### src/rtl/keypad_pkg.sv
// keypad_pkg: shared encodings for the 4x4 keypad scanner.
// Holds FSM states, scan result codes and the hit counting helper.
package keypad_pkg;

   localparam int KEY_W = 4;
   localparam int COL_W = 2;

   localparam logic [1:0] ST_IDLE     = 2'd0;
   localparam logic [1:0] ST_DEBOUNCE = 2'd1;
   localparam logic [1:0] ST_PRESSED  = 2'd2;
   localparam logic [1:0] ST_RELEASE  = 2'd3;

   typedef enum logic [1:0] {
      RES_NONE,
      RES_SINGLE,
      RES_MULTI
   } scan_res_e;

   // Running hit count for one scan; anything past two is just "many".
   function automatic logic [1:0] hits_sat(
      input logic [1:0] acc,
      input logic [3:0] low
   );
      logic [2:0] s;
      s = {1'b0, acc};
      for (int i = 0; i < 4; i++)
         s = s + {2'b00, low[i]};
      return (s >= 3'd2) ? 2'd2 : s[1:0];
   endfunction

endpackage

### src/rtl/keypad_col_scan.sv
// keypad_col_scan: column driver, slot timer and row synchronizer.
// Flags the last slot of each column and the last slot of each scan.
module keypad_col_scan
   import keypad_pkg::*;
#(
   parameter int COL_CYCLES = 16
) (
   input  logic             clk,
   input  logic             reset,
   input  logic [3:0]       row_n,
   output logic [3:0]       col_n,
   output logic [COL_W-1:0] col_idx,
   output logic [3:0]       rows_sync,
   output logic             sample,
   output logic             scan_done
);

   localparam int SLOT_W = $clog2(COL_CYCLES);
   localparam logic [SLOT_W-1:0] SLOT_LAST = SLOT_W'(COL_CYCLES - 1);

   logic [3:0]        row_meta;
   logic              active;
   logic [SLOT_W-1:0] slot_cnt;
   logic              slot_last;

   assign slot_last = (slot_cnt == SLOT_LAST);
   assign sample    = active && slot_last;
   assign scan_done = sample && (col_idx == COL_W'(3));
   // Columns stay released until the first cycle after reset.
   assign col_n     = active ? ~(4'b0001 << col_idx) : 4'b1111;

   always_ff @(posedge clk) begin
      if (reset) begin
         row_meta  <= 4'b1111;
         rows_sync <= 4'b1111;
         active    <= 1'b0;
         slot_cnt  <= '0;
         col_idx   <= '0;
      end else begin
         row_meta  <= row_n;
         rows_sync <= row_meta;
         active    <= 1'b1;
         if (active) begin
            if (slot_last) begin
               slot_cnt <= '0;
               col_idx  <= col_idx + COL_W'(1);
            end else begin
               slot_cnt <= slot_cnt + SLOT_W'(1);
            end
         end
      end
   end

endmodule

### src/rtl/keypad_scanner.sv
// keypad_scanner: 4x4 matrix scan with whole-scan debounce.
// KEYPAD_REPEAT_EN adds auto-repeat pulses while a key is held.
module keypad_scanner
   import keypad_pkg::*;
#(
   parameter int COL_CYCLES     = 16,
   parameter int DEBOUNCE_SCANS = 4,
   parameter int REPEAT_SCANS   = 64
) (
   input  logic             fpga_clk,
   input  logic             reset,
   input  logic [3:0]       row_n,
   output logic [3:0]       col_n,
   output logic             key_valid,
   output logic [KEY_W-1:0] key_code,
   output logic             key_down
);

   localparam int CNT_W = $clog2(DEBOUNCE_SCANS + 1);
   localparam logic [CNT_W-1:0] CNT_DONE = CNT_W'(DEBOUNCE_SCANS);

   logic             sample;
   logic             scan_done;
   logic [COL_W-1:0] col_idx;
   logic [3:0]       rows_sync;

   logic [1:0]       hit_cnt;
   logic [1:0]       hit_nxt;
   logic [KEY_W-1:0] hit_code;
   logic [KEY_W-1:0] code_nxt;
   scan_res_e        res;

   logic [1:0]       state;
   logic [CNT_W-1:0] cnt;
   logic [CNT_W-1:0] cnt_inc;
   logic [KEY_W-1:0] cand;
   logic             rpt_fire;

   keypad_col_scan #(
      .COL_CYCLES(COL_CYCLES)
   ) u_col_scan (
      .clk       (fpga_clk),
      .reset     (reset),
      .row_n     (row_n),
      .col_n     (col_n),
      .col_idx   (col_idx),
      .rows_sync (rows_sync),
      .sample    (sample),
      .scan_done (scan_done)
   );

   assign cnt_inc = cnt + CNT_W'(1);

   // Fold the current column into the running scan tally.
   always_comb begin
      hit_nxt  = hits_sat(hit_cnt, ~rows_sync);
      code_nxt = hit_code;
      for (int r = 0; r < 4; r++)
         if (!rows_sync[r])
            code_nxt = {2'(r), col_idx};
      unique case (1'b1)
         hit_nxt == 2'd0: res = RES_NONE;
         hit_nxt == 2'd1: res = RES_SINGLE;
         default:         res = RES_MULTI;
      endcase
   end

`ifdef KEYPAD_REPEAT_EN
   localparam int RPT_W = $clog2(REPEAT_SCANS + 1);
   localparam logic [RPT_W-1:0] RPT_DONE = RPT_W'(REPEAT_SCANS);

   logic [RPT_W-1:0] rpt_cnt;
   logic             rpt_hit;

   assign rpt_hit  = scan_done && (state == ST_PRESSED) &&
                     (res == RES_SINGLE) && (code_nxt == key_code);
   assign rpt_fire = rpt_hit && (rpt_cnt + RPT_W'(1) == RPT_DONE);

   // Any scan outside a matching hold leaves the counter at zero.
   always_ff @(posedge fpga_clk) begin
      if (reset)
         rpt_cnt <= '0;
      else if (scan_done)
         rpt_cnt <= (rpt_hit && !rpt_fire) ? rpt_cnt + RPT_W'(1) : '0;
   end
`else
   logic rpt_unused;
   assign rpt_unused = (REPEAT_SCANS > 0);
   assign rpt_fire   = 1'b0;
`endif

   always_ff @(posedge fpga_clk) begin
      if (reset) begin
         hit_cnt   <= '0;
         hit_code  <= '0;
         state     <= ST_IDLE;
         cnt       <= '0;
         cand      <= '0;
         key_valid <= 1'b0;
         key_code  <= '0;
         key_down  <= 1'b0;
      end else begin
         key_valid <= rpt_fire;
         if (sample) begin
            hit_cnt  <= scan_done ? 2'd0 : hit_nxt;
            hit_code <= code_nxt;
         end
         if (scan_done) begin
            unique case (state)
               ST_IDLE: begin
                  if (res == RES_SINGLE) begin
                     state <= ST_DEBOUNCE;
                     cand  <= code_nxt;
                     cnt   <= CNT_W'(1);
                  end
               end
               ST_DEBOUNCE: begin
                  if (res == RES_SINGLE && code_nxt == cand) begin
                     if (cnt_inc == CNT_DONE) begin
                        state     <= ST_PRESSED;
                        cnt       <= '0;
                        key_code  <= cand;
                        key_down  <= 1'b1;
                        key_valid <= 1'b1;
                     end else begin
                        cnt <= cnt_inc;
                     end
                  end else if (res == RES_SINGLE) begin
                     cand <= code_nxt;
                     cnt  <= CNT_W'(1);
                  end else begin
                     state <= ST_IDLE;
                     cnt   <= '0;
                  end
               end
               ST_PRESSED: begin
                  if (res == RES_NONE) begin
                     state <= ST_RELEASE;
                     cnt   <= CNT_W'(1);
                  end
               end
               default: begin
                  if (res != RES_NONE) begin
                     state <= ST_PRESSED;
                     cnt   <= '0;
                  end else if (cnt_inc == CNT_DONE) begin
                     state    <= ST_IDLE;
                     cnt      <= '0;
                     key_down <= 1'b0;
                  end else begin
                     cnt <= cnt_inc;
                  end
               end
            endcase
         end
      end
   end

endmodule

### config.mk
export PLATFORM = sky130hd
export DESIGN_NAME = keypad_scanner
export DESIGN_NICKNAME = d
export VERILOG_FILES = /design/src/rtl/keypad_pkg.sv /design/src/rtl/keypad_col_scan.sv /design/src/rtl/keypad_scanner.sv
export SDC_FILE = /design/constraint.sdc
export NUM_CORES = 1
export LEC_CHECK = 0
export CAP_MARGIN = 20
export CORE_MARGIN = 3
export CORE_UTILIZATION = 35
export DETAILED_ROUTE_END_ITERATION = 10
export PLACE_DENSITY_LB_ADDON = 0.3
export SYNTH_ARGS = -nofsm -noshare
export SYNTH_HDL_FRONTEND = slang
export SYNTH_SLANG_ARGS = --single-unit
### constraint.sdc
create_clock -name fpga_clk -period 3.4 [get_ports fpga_clk]
set_input_delay 0.68 -clock fpga_clk [delete_from_list [all_inputs] [get_ports fpga_clk]]
set_output_delay 0.68 -clock fpga_clk [all_outputs]
set_load 0.1 [all_outputs]
Yosys cells after proc, flatten, opt, wreduce, memory -nomap -nowiden
Cells that the tools add are included.
Widths: inputs -> output; s select.
Storage, ports and cells
  flip-flop bits (word level): 36
  input port bits: 6
  output and inout bits: 10
  word-level logic and storage cells: 94
Cells by class
  $add $sub $neg: 7
  order comparisons: 1
  equal/unequal tests: 15
  shift operators: 1
  mux-type cells: 34
  bitwise operators: 6
  reduce and logical (&&, ||, !) cells: 17
Operator list (count)
  $mux 4: 8
  $mux 2: 9
  $mux 3: 5
  $add 3x1->3: 3
  $pmux 3 s3: 1
  $ne 2x2->1 const B: 4
  $not 4->4: 2
  $pmux 4 s2: 1
  $mux 1: 7
  $eq 2x1->1 const B: 3
  $logic_not 2->1: 3
  $ne 3x3->1 const B: 2
  $pmux 2 s3: 1
  $reduce_and 3->1: 2
  $reduce_and 6->1: 1
  $reduce_and 5->1: 1
  $reduce_bool 5->1: 1
  $add 4x1->4 const B: 1
  $eq 2x2->1 const B: 2
  $eq 4x4->1: 1
  $eq 4x4->1 const B: 1
  $not 1->1: 4
  $pmux 2 s2: 1
  $reduce_and 4->1: 1
  13 further kinds: 16

Depth between registers and ports, before layout
  depth after elaboration: 13
  depth in mapped cells: 11
  gate-level depth less buffers: 10

Hierarchy
A second synthesis with hierarchy kept.
Second synthesis, totals
  cell total of the unflattened synthesis: 235
  area total of the unflattened synthesis: 2054.5 um^2
Modules (own cells, without submodules)
  keypad_scanner: instances 1, cells each 175, area an instance 1461.4 um^2, sequential area each 420.4 um^2
  keypad_col_scan: instances 1, cells each 60, area an instance 593.1 um^2, sequential area each 300.3 um^2

Worst setup path before layout
OpenSTA, ideal clock, no wires.
  path kind: reg-to-reg
  from: register u_col_scan.rows_sync[0]
  to: register cnt[0]
  library setup time: 88 ps
  arrival time: 2960 ps
  required time: 3312 ps
  setup slack: 352 ps
  stages on the path, launching flop included: 9
  path buffers: 0
  clock period less this slack: 3048 ps
  cells stage by stage: dfxtp_1 -> fa_1 -> inv_1 -> fa_1 -> fa_1 -> nor4b_1 -> nor2_1 -> o32a_1 -> a311oi_2
Between the ends
  longest elaborated chain between the ends: 13
  elaborated cells between the ends (all ways): 26
  classes of those cells: add/sub: 4; order compare: 1; eq/ne: 5; mux: 10; bitwise: 1; reduce/logical: 5
RTL lines
  start: declaration: line keypad_col_scan.sv:13  | output logic [3:0] rows_sync,
  start signal: assignment: line keypad_col_scan.sv:41  | rows_sync <= row_meta;
  $not 4->4: line keypad_scanner.sv:56  | hit_nxt = hits_sat(hit_cnt, ~rows_sync);
  $add 2x1->3: line keypad_pkg.sv:27  | s = s + {2'b00, low[i]};
  $add 3x1->3 (3 in series): line keypad_pkg.sv:27
  $ge 3x2->1: line keypad_pkg.sv:28  | return (s >= 3'd2) ? 2'd2 : s[1:0];
  $mux 2: line keypad_pkg.sv:28
  $eq 2x1->1 or $logic_not 2->1 (tied branches): line keypad_scanner.sv:63, keypad_scanner.sv:62
  $pmux 2 s2: line keypad_scanner.sv:61  | unique case (1'b1)
  $eq 2x1->1: line keypad_scanner.sv:111, keypad_scanner.sv:118, keypad_scanner.sv:128
  $mux 1 or $logic_and 1x1->1 (tied branches): line keypad_scanner.sv:128, keypad_scanner.sv:118
  $mux 3: line keypad_scanner.sv:118  | if (res == RES_SINGLE && code_nxt == cand) begin
  $pmux 3 s3: line keypad_scanner.sv:109  | unique case (state)
  end signal: assignment: line keypad_scanner.sv:126  | cnt <= cnt_inc;
  end signal: assignment: line keypad_scanner.sv:151  | cnt <= cnt_inc;
  end: declaration: line keypad_scanner.sv:34  | logic [CNT_W-1:0] cnt;
Parallel ways exist; a longest one is shown, timed or not.
A chain may end at the register's enable or synchronous reset.

Final worst setup path
Ends and elaborated chain as after synthesis.

==> flow_summary.json <==
{
  "n_antenna_cell": 0,
  "cts_inserted_buffers": 5,
  "via_per_inst": 5.42,
  "tightest_slew_ns": 0.963,
  "min_to": "u_col_scan.rows_sync[1]$_SDFF_PP1_",
  "max_freq_mhz": 316,
  "start_util_pct": 37.1,
  "synthCells": 243,
  "ys.flop_type": "dfxtp_1",
  "slowest_stage": "fa_1",
  "fp.dieH_um": 83.6,
  "critPathKind": "register to register",
  "max-cap-violations": 0,
  "grt_pass1_wl_mm": 7.73,
  "core_mm2": 0.00568,
  "ys_warn_count": 0,
  "post-place-ws_ns": 0.269,
  "hold_viol_final": 0,
  "rows": 27,
  "yosys_register_bits": 36,
  "cts_resized": 0,
  "cp_top_family": "adder cells",
  "synth_edf_count": 0,
  "fp.dieW_um": 83.6,
  "total_power_w": 0.000919,
  "syn_area_mm2": 0.00211,
  "initialDrtViolationCount": 103,
  "drt-pass1-iter-count": 4,
  "crit_buf_inv": 1,
  "synthArstFlopShare_pct": 0,
  "antenna_found_initial": 0,
  "p_leak_nw": 0.881,
  "critPathRequiredTime_ns": 3.59,
  "worstSkewPairLatency_ns": 0.29,
  "areaGrowthSynthToFinish_pct": 15.7,
  "layout_common_cells": "dfxtp_1, nand2_1, nor2_1",
  "ctsRootBufferMaster": "clkbuf_8",
  "hpwlAfterDp_mm": 3.28,
  "clkSinkCount": 36,
  "power_density_mw_per_mm2": 377,
  "endpoint_kind": "register",
  "setup_tns_ns": 0,
  "layout.nets": 281,
  "r2r_slack_ns": 0.24,
  "rsz0062_at_grt": "no",
  "wire_per_inst_um": 13.6,
  "ioPinCount": 16,
  "syn_avg_cell_area_um2": 8.68,
  "fin_worst_skew_ns": 0.0135,
  "status": "complete, no violations",
  "cts_tree": "built",
  "hp-class": "register to register",
  "drive_gt1_share_pct": 14.9,
  "cp_max_fo": 6,
  "num_vias": 1805,
  "max_slew_margin_pct": 35.6,
  "cts_max_path_buffers": 2,
  "grt_max_degree": 33,
  "final_max_slew_viol_count": 0,
  "cp.arrival_ns": 3.35,
  "fin_ws_ns": 0.240,
  "seq_area_frac_synth_pct": 34.2,
  "io_buffers": 15,
  "timing.rr.end": "cnt[0]$_SDFFE_PP0P_",
  "layout.cells.most_common": "dfxtp_1",
  "drt.antenna.violating_nets": 0,
  "hold_path.startpoint": "u_col_scan.row_meta[1]$_SDFF_PP1_",
  "ff2ff_path_depth": 9,
  "track_usage_pct": 13.2,
  "cp_cell_sequence": "fa_1, inv_1, fa_1, fa_1, nand4bb_1, nor2_1, nor2_1, o32a_1, a311oi_2",
  "slowest_delay_ns": 0.55,
  "min_path_cells": 1,
  "r2r_start": "u_col_scan.rows_sync[0]$_SDFF_PP1_",
  "die-area_mm2": 0.00699,
  "vdd_drop_max_mv": 0.185,
  "min_period_ns": 3.16,
  "grt_overflow": 0,
  "clkTransAtPathRegs_ns": 0.07,
  "drc_errors": 0,
  "grt_pass1_vias": 1610,
  "ys_types": 53,
  "crit_top_cell": "fa_1",
  "wirelength_mm": 4.52,
  "cts_hold_buf": 0,
  "postCtsSetupBuffers": 0,
  "cp-start-kind": "register",
  "fin_crit_sh_pct": 92.9,
  "setup_viol": 0,
  "gp_congestion": 0.847,
  "htreeDepth": 2,
  "synth_nets": 264
}
## worst register-to-register path, cell delays in order, from the launching register on
cell and delay [ns]:
dfxtp_1 0.37, fa_1 0.55, inv_1 0.05, fa_1 0.37, fa_1 0.54, nand4bb_1 0.31, nor2_1 0.25, nor2_1 0.07
o32a_1 0.31, a311oi_2 0.26
## cells in the mapped netlist, drive strengths merged (2+ instances only)
cell type,number,share of area [%]
a21oi,14,3.3
nor2,19,3.4
nand3,12,2.8
dfxtp,36,34
clkbuf,7,1.2
or3,6,1.8
o31ai,3,1.3
a31oi,5,1.5
nor4,6,1.8
o21ai,4,0.95
inv,13,2.3
nor3,8,2.4
or2,10,3.0
nand2,22,4.0
ha,12,7.1
a211oi,4,1.4
and4,2,0.83
o211ai,4,2.1
o41ai,4,1.7
and2,2,0.71
fa,3,2.8
nand4,9,3.4
and3,7,2.1
buf,5,1.7
mux2i,8,3.8
## how the worst max path moves through the flow
stage	end	from	cells after the start	slack, ns
finish	cnt[0]$_SDFFE_PP0P_	u_col_scan.rows_sync[0]$_SDFF_PP1_	9	0.24
floorplan	cnt[0]$_SDFFE_PP0P_	u_col_scan.rows_sync[0]$_SDFF_PP1_	8	0.35
global route	cand[2]$_SDFFE_PP0P_	u_col_scan.rows_sync[0]$_SDFF_PP1_	10	0.07
CTS	cnt[0]$_SDFFE_PP0P_	u_col_scan.rows_sync[0]$_SDFF_PP1_	9	0.24
global placement	cnt[0]$_SDFFE_PP0P_	u_col_scan.rows_sync[0]$_SDFF_PP1_	9	0.29
detailed placement	cnt[0]$_SDFFE_PP0P_	u_col_scan.rows_sync[0]$_SDFF_PP1_	9	0.27
## per-stage QoR
step                      utilization, %  area, µm²  std cells  hold WS (ns)
after floorplan                        -       2110        243         0.389
after CTS                           43.0       2440        333         0.413
after global placement              41.0       2330        325         0.396
after global routing                43.0       2440        333         0.427
final                               43.0       2440        333         0.412
after detailed placement            41.0       2330        325         0.395
## cells by family after synthesis
logic type	Yosys count	share of synthesized area (%)
multiplexers	9	4.51
adder cells (fa/ha/maj)	15	9.97
XOR/XNOR	2	0.831
AO/OA/AOI/OAI	47	16.6
buffers and inverters	26	5.46
AND/OR/NAND/NOR	108	28.4
flip-flops	36	34.2
## power breakdown
group / internal [W] / leakage, nW / switching, W
Clock: 0.000217 / 0.0541 / 0.000164
Sequential: 0.000429 / 0.293 / 0.00000665
Combinational: 0.0000389 / 0.534 / 0.0000641
Total: 0.000685 / 0.881 / 0.000234
## state kept, by name, indices dropped and copies added, names as in the netlist
signal and flops:
cand 4, hit_code 4, key_code 4, u_col_scan.row_meta 4, u_col_scan.rows_sync 4, u_col_scan.slot_cnt 4, cnt 3, hit_cnt 2
state 2, u_col_scan.col_idx 2, key_down 1, key_valid 1, u_col_scan.active 1
## layer usage
metal  up-vias  wire (µm)  global-route usage [%]
li1        923          -                       -
met4         0         25                    3.07
met3         2        206                    2.76
met2        41       2060                    20.9
met1       839       2230                    18.2
met5         -          0                       0
## area by class of cell
type                       count  area (µm²)
fill                         588        3240
multi-input combinational    181        1270
sequential                    36         721
timing repair buffer          22         193
tap                           72        90.1
clock buffer                   5        68.8
inverter                      14        52.6
clock inverter                 3        42.5
Power figures use the tool's default switching activity.
